[config.mk]
export PLATFORM = sky130hd
export DESIGN_NAME = rd_fifo_ctrl
export DESIGN_NICKNAME = d
export VERILOG_FILES = /design/src/rtl/fifo_pkg.sv /design/src/rtl/gray_sync.sv /design/src/rtl/rd_fifo_ctrl.sv
export SDC_FILE = /design/constraint.sdc
export NUM_CORES = 1
export LEC_CHECK = 0
export CAP_MARGIN = 20
export CORE_MARGIN = 3
export CORE_UTILIZATION = 30
export CTS_CLUSTER_SIZE = 16
export DETAILED_ROUTE_END_ITERATION = 10
export GPL_TIMING_DRIVEN = 0
export MAX_ROUTING_LAYER = met4
export PLACE_DENSITY_LB_ADDON = 0.2
export SYNTH_ARGS = -nofsm -noshare
export SYNTH_HDL_FRONTEND = slang
export SYNTH_HIERARCHICAL = 1
export SYNTH_SLANG_ARGS = --single-unit
[constraint.sdc]
create_clock -name clk -period 5.73 [get_ports clk]
set_input_delay 1.146 -clock clk [delete_from_list [all_inputs] [get_ports clk]]
set_output_delay 1.146 -clock clk [all_outputs]
set_load 0.1 [all_outputs]
[src/rtl/fifo_pkg.sv]
// Shared dual-clock FIFO helpers: pointer width default and Gray/binary conversion.
// The conversions work on a 32-bit container; callers zero-extend narrower
// pointers and truncate the result, which is exact because zero upper bits
// convert to zero upper bits in both directions.
package fifo_pkg;

    localparam int unsigned PTR_WDTH_DFLT = 4;
    localparam int unsigned CONV_WDTH     = 32;

    // Binary to reflected Gray code.
    function automatic logic [CONV_WDTH-1:0] bin2gray(input logic [CONV_WDTH-1:0] b);
        return b ^ (b >> 1);
    endfunction

    // Gray to binary: MSB passes through, lower bits are an XOR cascade from the top.
    function automatic logic [CONV_WDTH-1:0] gray2bin(input logic [CONV_WDTH-1:0] g);
        logic [CONV_WDTH-1:0] b;
        b[CONV_WDTH-1] = g[CONV_WDTH-1];
        for (int i = CONV_WDTH - 2; i >= 0; i--) begin
            b[i] = b[i+1] ^ g[i];
        end
        return b;
    endfunction

endpackage : fifo_pkg

[src/rtl/gray_sync.sv]
// Multi-flop bus synchronizer for a Gray-coded pointer crossing clock domains.
// Ports:
//   clk        destination clock
//   rst_n      asynchronous active-low reset, clears every stage to 0
//   sync_rst_n synchronous active-low clear, clears every stage to 0
//   d          Gray-coded bus from the source domain (asynchronous)
//   q          synchronized bus, STAGES edges behind d
module gray_sync #(
    parameter int unsigned WDTH   = 4,
    parameter int unsigned STAGES = 2
) (
    input  logic            clk,
    input  logic            rst_n,
    input  logic            sync_rst_n,
    input  logic [WDTH-1:0] d,
    output logic [WDTH-1:0] q
);

    logic [WDTH-1:0] sync_q [STAGES];

    // Shift chain; only a single bit of d changes at a time, so any metastable
    // resolution lands on either the old or the new pointer value.
    always_ff @(posedge clk or negedge rst_n) begin
        if (!rst_n) begin
            for (int i = 0; i < int'(STAGES); i++) begin
                sync_q[i] <= '0;
            end
        end else if (!sync_rst_n) begin
            for (int i = 0; i < int'(STAGES); i++) begin
                sync_q[i] <= '0;
            end
        end else begin
            sync_q[0] <= d;
            for (int i = 1; i < int'(STAGES); i++) begin
                sync_q[i] <= sync_q[i-1];
            end
        end
    end

    assign q = sync_q[STAGES-1];

endmodule : gray_sync

[src/rtl/rd_fifo_ctrl.sv]
// Read-side pointer controller of the dual-clock FIFO (read clock domain).
// One slot is reserved, so usable depth is 2^ADDR_WDTH-1 and no wrap bit is kept.
// Ports:
//   clk, rst_n     read clock, asynchronous active-low reset
//   sync_rst_n     synchronous active-low clear (read domain)
//   wr_ptr_gray    write pointer in Gray code from the write domain
//   rd_en          read request, accepted only when not empty
//   rd_ptr_gray    registered Gray read pointer to the write domain
//   rd_ptr_bin     binary read pointer, RAM address of the head entry
//   empty          no data visible to the reader
//   level          occupancy as seen by the reader
//   almost_empty   level <= AE_THRESH
//   underflow      one-cycle pulse when rd_en arrives while empty
module rd_fifo_ctrl
    import fifo_pkg::*;
#(
    parameter int unsigned ADDR_WDTH   = PTR_WDTH_DFLT,
    parameter int unsigned SYNC_STAGES = 2,
    parameter int unsigned AE_THRESH   = 1
) (
    input  logic                 clk,
    input  logic                 rst_n,
    input  logic                 sync_rst_n,
    input  logic [ADDR_WDTH-1:0] wr_ptr_gray,
    input  logic                 rd_en,
    output logic [ADDR_WDTH-1:0] rd_ptr_gray,
    output logic [ADDR_WDTH-1:0] rd_ptr_bin,
    output logic                 empty,
    output logic [ADDR_WDTH-1:0] level,
    output logic                 almost_empty,
    output logic                 underflow
);

    logic [ADDR_WDTH-1:0] wr_gray_s;
    logic [ADDR_WDTH-1:0] wr_bin_s;
    logic [ADDR_WDTH-1:0] rd_ptr;
    logic [ADDR_WDTH-1:0] rd_ptr_inc;
    logic                 rd_accept;

    // Bring the write pointer into the read domain.
    gray_sync #(
        .WDTH   (ADDR_WDTH),
        .STAGES (SYNC_STAGES)
    ) u_wr_sync (
        .clk        (clk),
        .rst_n      (rst_n),
        .sync_rst_n (sync_rst_n),
        .d          (wr_ptr_gray),
        .q          (wr_gray_s)
    );

    // Status from the synchronized (possibly stale) write pointer; staleness
    // only ever under-reports occupancy.
    always_comb begin
        wr_bin_s     = ADDR_WDTH'(gray2bin(CONV_WDTH'(wr_gray_s)));
        empty        = (rd_ptr == wr_bin_s);
        level        = wr_bin_s - rd_ptr;
        almost_empty = (CONV_WDTH'(level) <= AE_THRESH);
        rd_accept    = rd_en & ~empty;
        rd_ptr_inc   = rd_ptr + ADDR_WDTH'(1);
    end

    // Binary and Gray pointers advance together so the exported Gray value
    // is a pure flop output that moves by one bit per accepted read.
    always_ff @(posedge clk or negedge rst_n) begin
        if (!rst_n) begin
            rd_ptr      <= '0;
            rd_ptr_gray <= '0;
        end else if (!sync_rst_n) begin
            rd_ptr      <= '0;
            rd_ptr_gray <= '0;
        end else if (rd_accept) begin
            rd_ptr      <= rd_ptr_inc;
            rd_ptr_gray <= ADDR_WDTH'(bin2gray(CONV_WDTH'(rd_ptr_inc)));
        end
    end

    // Underflow pulse; the pointer is left untouched on a refused read.
    always_ff @(posedge clk or negedge rst_n) begin
        if (!rst_n) begin
            underflow <= 1'b0;
        end else if (!sync_rst_n) begin
            underflow <= 1'b0;
        end else begin
            underflow <= rd_en & empty;
        end
    end

    assign rd_ptr_bin = rd_ptr;

endmodule : rd_fifo_ctrl
Yosys cells after proc, flatten, opt, wreduce, memory -nomap -nowiden

Cells that the tools add are included.
Widths: inputs -> output; s select.

Input bits: 8
Register bits after elaboration: 17
Logic and storage cells: 23
Output and inout port bits: 15

$lt $le $gt $ge: 1
Multiplexer cells: 6
Equality and inequality tests: 2
Bitwise operators: 7
Add/subtract/negate cells: 2

Operator list:

| operator            | number |
|---|---|
| $mux 4              | 4 |
| $mux 8              | 1 |
| $add 4x1->4 const B | 1 |
| $eq 4x4->1          | 1 |
| $le 4x1->1 const B  | 1 |
| $sub 4x4->4         | 1 |
| $xor 4x3->4         | 1 |
| $xor 1x1->1         | 3 |
| $and 1x1->1         | 2 |
| $ne 2x1->1 const B  | 1 |
| $mux 1              | 1 |
| $not 1->1           | 1 |

Depth between registers and ports, before layout

Depth after elaboration: 8
Mapped depth: 9
Mapped depth without buffers: 8

Cells and area by module

Netlist, hierarchy kept.

By module, submodules not included:

| module       | area each (µm²) | instances | sequential area each (µm²) | cells an instance |
|---|---|---|---|---|
| rd_fifo_ctrl | 639.4           | 1         | 200.2                      | 69 |
| gray_sync    | 280.3           | 1         | 200.2                      | 20 |

Least setup slack after synthesis

OpenSTA, ideal clock, no wires.

Kind: reg-to-output
From: register u_wr_sync.sync_q, in the netlist u_wr_sync/q[3]
To: output port almost_empty
Data arrival time: 3.920 ns
Stages on the path, launching flop included: 10
Path buffers: 1
Required time: 4.584 ns
Setup slack: 0.664 ns
Cells stage by stage: dfrtp_1 buf_4 xor2_1 xor2_1 xnor2_1 ha_1 inv_1 fa_1 xor2_1 a211oi_2

Word-level cells in the longest chain between the ends: 5

Ends and longest elaborated chain:

| element                          | line               | source |
|---|---|---|
| start: declaration               | gray_sync.sv:19    | `logic [WDTH-1:0] sync_q [STAGES];` |
| start signal: indexed assignment | gray_sync.sv:35    | `sync_q[i] <= sync_q[i-1];` |
| $xor 1x1->1 (*)                  | fifo_pkg.sv:20     | `b[i] = b[i+1] ^ g[i];` |
| $xor 1x1->1 (2 in series)        | fifo_pkg.sv:20     |  |
| $sub 4x4->4 (*)                  | rd_fifo_ctrl.sv:57 | `level = wr_bin_s - rd_ptr;` |
| net level[2]                     | rd_fifo_ctrl.sv:29 | `output logic [ADDR_WDTH-1:0] level,` |
| $le 4x1->1 (*)                   | rd_fifo_ctrl.sv:58 | `almost_empty = (CONV_WDTH'(level) <= AE_THRESH);` |
| end: declaration                 | rd_fifo_ctrl.sv:30 | `output logic almost_empty,` |

Mark *: on every way through the listed nets, which the timed path passes. The rest lies on a longest branch.

Worst setup path in the final report

From: register u_wr_sync.sync_q, in the netlist u_wr_sync/q[3]
To: output port almost_empty

Word-level cells in the longest chain between the ends: 5

Ends and longest elaborated chain:

| element                   | line |
|---|---|
| $xor 1x1->1 (3 in series) | fifo_pkg.sv:20 |
| $sub 4x4->4 (*)           | rd_fifo_ctrl.sv:57 |
| $le 4x1->1 (*)            | rd_fifo_ctrl.sv:58 |

Mark *: on every way between the ends. The rest lies on a longest branch, timed or not.

==> impl_metrics.yaml <==
outcome:
  status: "finished clean"
global_routing:
  grt_pass1_wl_mm: 2.80
  track_usage: 0.106
  grt_max_degree: 17
  grt-ovfl-total: 0
  antenna_found_initial: 0
  grt_pass1_vias: 641
worst_setup_path:
  crit_type: "reg -> out"
  crit_start: "u_wr_sync/q[3]"
  timing.rr.start: "u_wr_sync/q[3]"
  worstPathRequired_ns: 4.58
  crit_family: "buffers and inverters"
  cp_slowest_cell: "clkdlybuf4s50_1"
  cp_common_cell: "xor2_1"
  critPathMaxFanout: 3
  path_cells: "buf_4, xor2_1, xor2_1, xnor2_1, ha_1, inv_1, fa_1, xor2_1, a211oi_2, clkdlybuf4s50_1"
  crit_path_end_kind: "output port"
  cpPeakStageDelay_ns: 1.16
  start_kind: "flop"
  critPathBufInv: 3
  arrival_ns: 3.67
drt:
  routed-wl-met2_um: 839
  via_count: 708
  ant_nets: 0
  wirelength_mm: 1.77
  vias_per_cell: 4.85
  drtIter0Drc: 13
  dr_wl_met3_um: 71
  drcViolationCount: 0
  top_layer: "met4"
  wl_met1_um: 844
  post_drt_wl_per_cell_um: 12.1
  first_pass_iters: 4
cts:
  clkLatencyLatePin_ns: 0.28
  cts_setup_buffers: 0
  postCtsResizedCells: 0
  cts_buffers: 3
  htreeDepth: 1
  clk_path_buf_depth: 2
  postCtsHoldBufs: 0
  cts_tree: "built"
  path_clk_slew_ns: 0.09
  clock_tree.root_cell: "clkbuf_4"
  cts_num_sinks: 16
sta:
  tightest_slew_ns: 0.975
  min_period_ns: 4.82
  finalHoldViolCount: 0
  slew_headroom: 0.348
  fin_hold_ws_ns: 0.460
  fin_worst_skew_ns: 0.00492
  setup_violations: 0
  fin_crit_sh: 0.840
  max_freq_mhz: 208
  rsz0062_at_grt: "false"
  drv_slew: 0
  worst_slack_ns: 0.914
  timing.setup.tns_ns: 0
yosys:
  synth_area_um2: 920
  ys_types: 26
  syn_inst: 89
  ys_ff_latch: 16
  synthesis.nets: 102
  ys_seq_area_frac: 0.435
  syn_avg_cell_area_um2: 10.3
  yosysWarnings: 6
cells_and_area:
  n_fill_cell: 265
  layout_commonest_cell: "clkdlybuf4s50_1"
  drive_above_1_share: 0.0870
  final_cells: 146
  final_cell_mix: "clkdlybuf4s50_1, dfrtp_1, nand2_1, and2_1, xor2_1"
  antennaDiodeCount: 0
  finalNetCount: 129
  area_growth_pct: 32.1
power:
  ir_drop_mv: 0.245
  power.density_mw_per_mm2: 398
  p_seq_frac: 0.268
  combinationalPowerShare: 0.581
  clkPwrFrac: 0.151
  p_leak_nw: 0.561
  p_int_uw: 232
  switching_share: 0.520
  power.switching_uw: 252
die:
  die-width_um: 61.4
  ios: 23
  die_area_mm2: 0.00377
  rows: 19
  die_height_um: 61.4
  coreArea_mm2: 0.00283
  initial_core_util: 0.325
placed_design:
  dp_slack_ns: 1.19
  dpl.hpwl_mm: 1.33
  place.gp.congestion: 0.726
  dp_cells: 142
  portBuffers: 22
min_path:
  hp-class: "reg -> reg"
  worstHoldStart: "u_wr_sync/sync_q[4]"
run:
  maxCapViolCount: 0
## synthesized netlist by cell type
library cell  instances  share of area
a211oi_2              1          0.014
a21boi_0              1         0.0082
a21boi_1              1         0.0082
a21o_1                1         0.0082
a21oi_1               2          0.011
and2_1                9          0.061
and3_1                2          0.014
and3b_1               1         0.0095
buf_4                 5          0.041
clkbuf_1              1         0.0041
dfrtp_1              16           0.44
fa_1                  1          0.022
ha_1                  4          0.054
inv_1                 5          0.020
mux2i_1               5          0.054
nand2_1              12          0.049
nand2b_1              2          0.014
nand3_1               1         0.0054
nand3b_1              2          0.016
nand4_1               1         0.0068
o211ai_1              1         0.0082
o21ai_0               1         0.0054
o221ai_1              2          0.019
or3_1                 1         0.0068
xnor2_1               5          0.048
xor2_1                6          0.057
## final cells by class
cell class,count,area [um2],share of cell area
Multi-Input combinational cell,62,459,0.378
Sequential cell,16,400,0.330
Timing Repair Buffer,22,220,0.181
Buffer,6,41.3,0.0340
Tap cell,31,38.8,0.0319
Clock buffer,4,36.3,0.0299
Inverter,5,18.8,0.0154
## sequential cells by signal, summed over array words and instances, names as in the netlist
register	cells
rd_ptr_bin	3
rd_ptr_gray	4
u_wr_sync/q	4
u_wr_sync/sync_q	4
underflow	1
## worst paths after layout
path | end | depth (start not counted) | slack (ns)
min in group asynchronous | rd_ptr_gray[0] | 1 | 1.28
min reg2reg | u_wr_sync/q[0] | 1 | 0.46
min | u_wr_sync/q[0] | 1 | 0.46
max in group asynchronous | u_wr_sync/sync_q[5] | 1 | 3.99
max reg2reg | rd_ptr_gray[0] | 8 | 3.34
max | almost_empty | 10 | 0.91
## worst reg2reg max path, cell delays in order, from the launching register on
cell	delay (ns)
dfrtp_1	0.37
buf_4	0.14
xor2_1	0.21
xor2_1	0.35
xnor2_1	0.17
ha_1	0.28
and3_1	0.20
a21boi_1	0.37
mux2i_1	0.23
## through the flow
stage | utilization | power [mW] | instance area (um2)
final | 0.429 | 0.484 | 1210
after global routing | 0.429 | 0.507 | 1210
after CTS | 0.429 | 0.490 | 1210
after detailed placement | 0.417 | 0.415 | 1180
after global placement | 0.417 | 0.412 | 1180
after floorplan | - | 0.353 | 920
## power groups by stage
stage	Sequential [mW]	Clock (mW)	Combinational [mW]
finish	0.130	0.0729	0.281
global route	0.131	0.0814	0.294
CTS	0.130	0.0763	0.283
detailed placement	0.132	0	0.283
global placement	0.132	0	0.281
floorplan	0.178	0	0.175
## layer usage
| layer | vias up | global-route usage |
|---|---|---|
| li1 | 344 | - |
| met1 | 343 | 0.141 |
| met2 | 19 | 0.157 |
| met3 | 2 | 0.0126 |
| met4 | 0 | 0.0545 |
| met5 | - | - |
## cell families after synthesis
family | after synthesis | share of synthesized area
AOI/OAI and AO/OA | 10 | 0.0816
xor gates and xnor gates | 11 | 0.105
adders and majority gates | 5 | 0.0762
buffers and inverters | 11 | 0.0653
DFF | 16 | 0.435
muxes | 5 | 0.0544
and+or+nand+nor | 31 | 0.182
No activity file was read; power rests on OpenSTA's default activity.
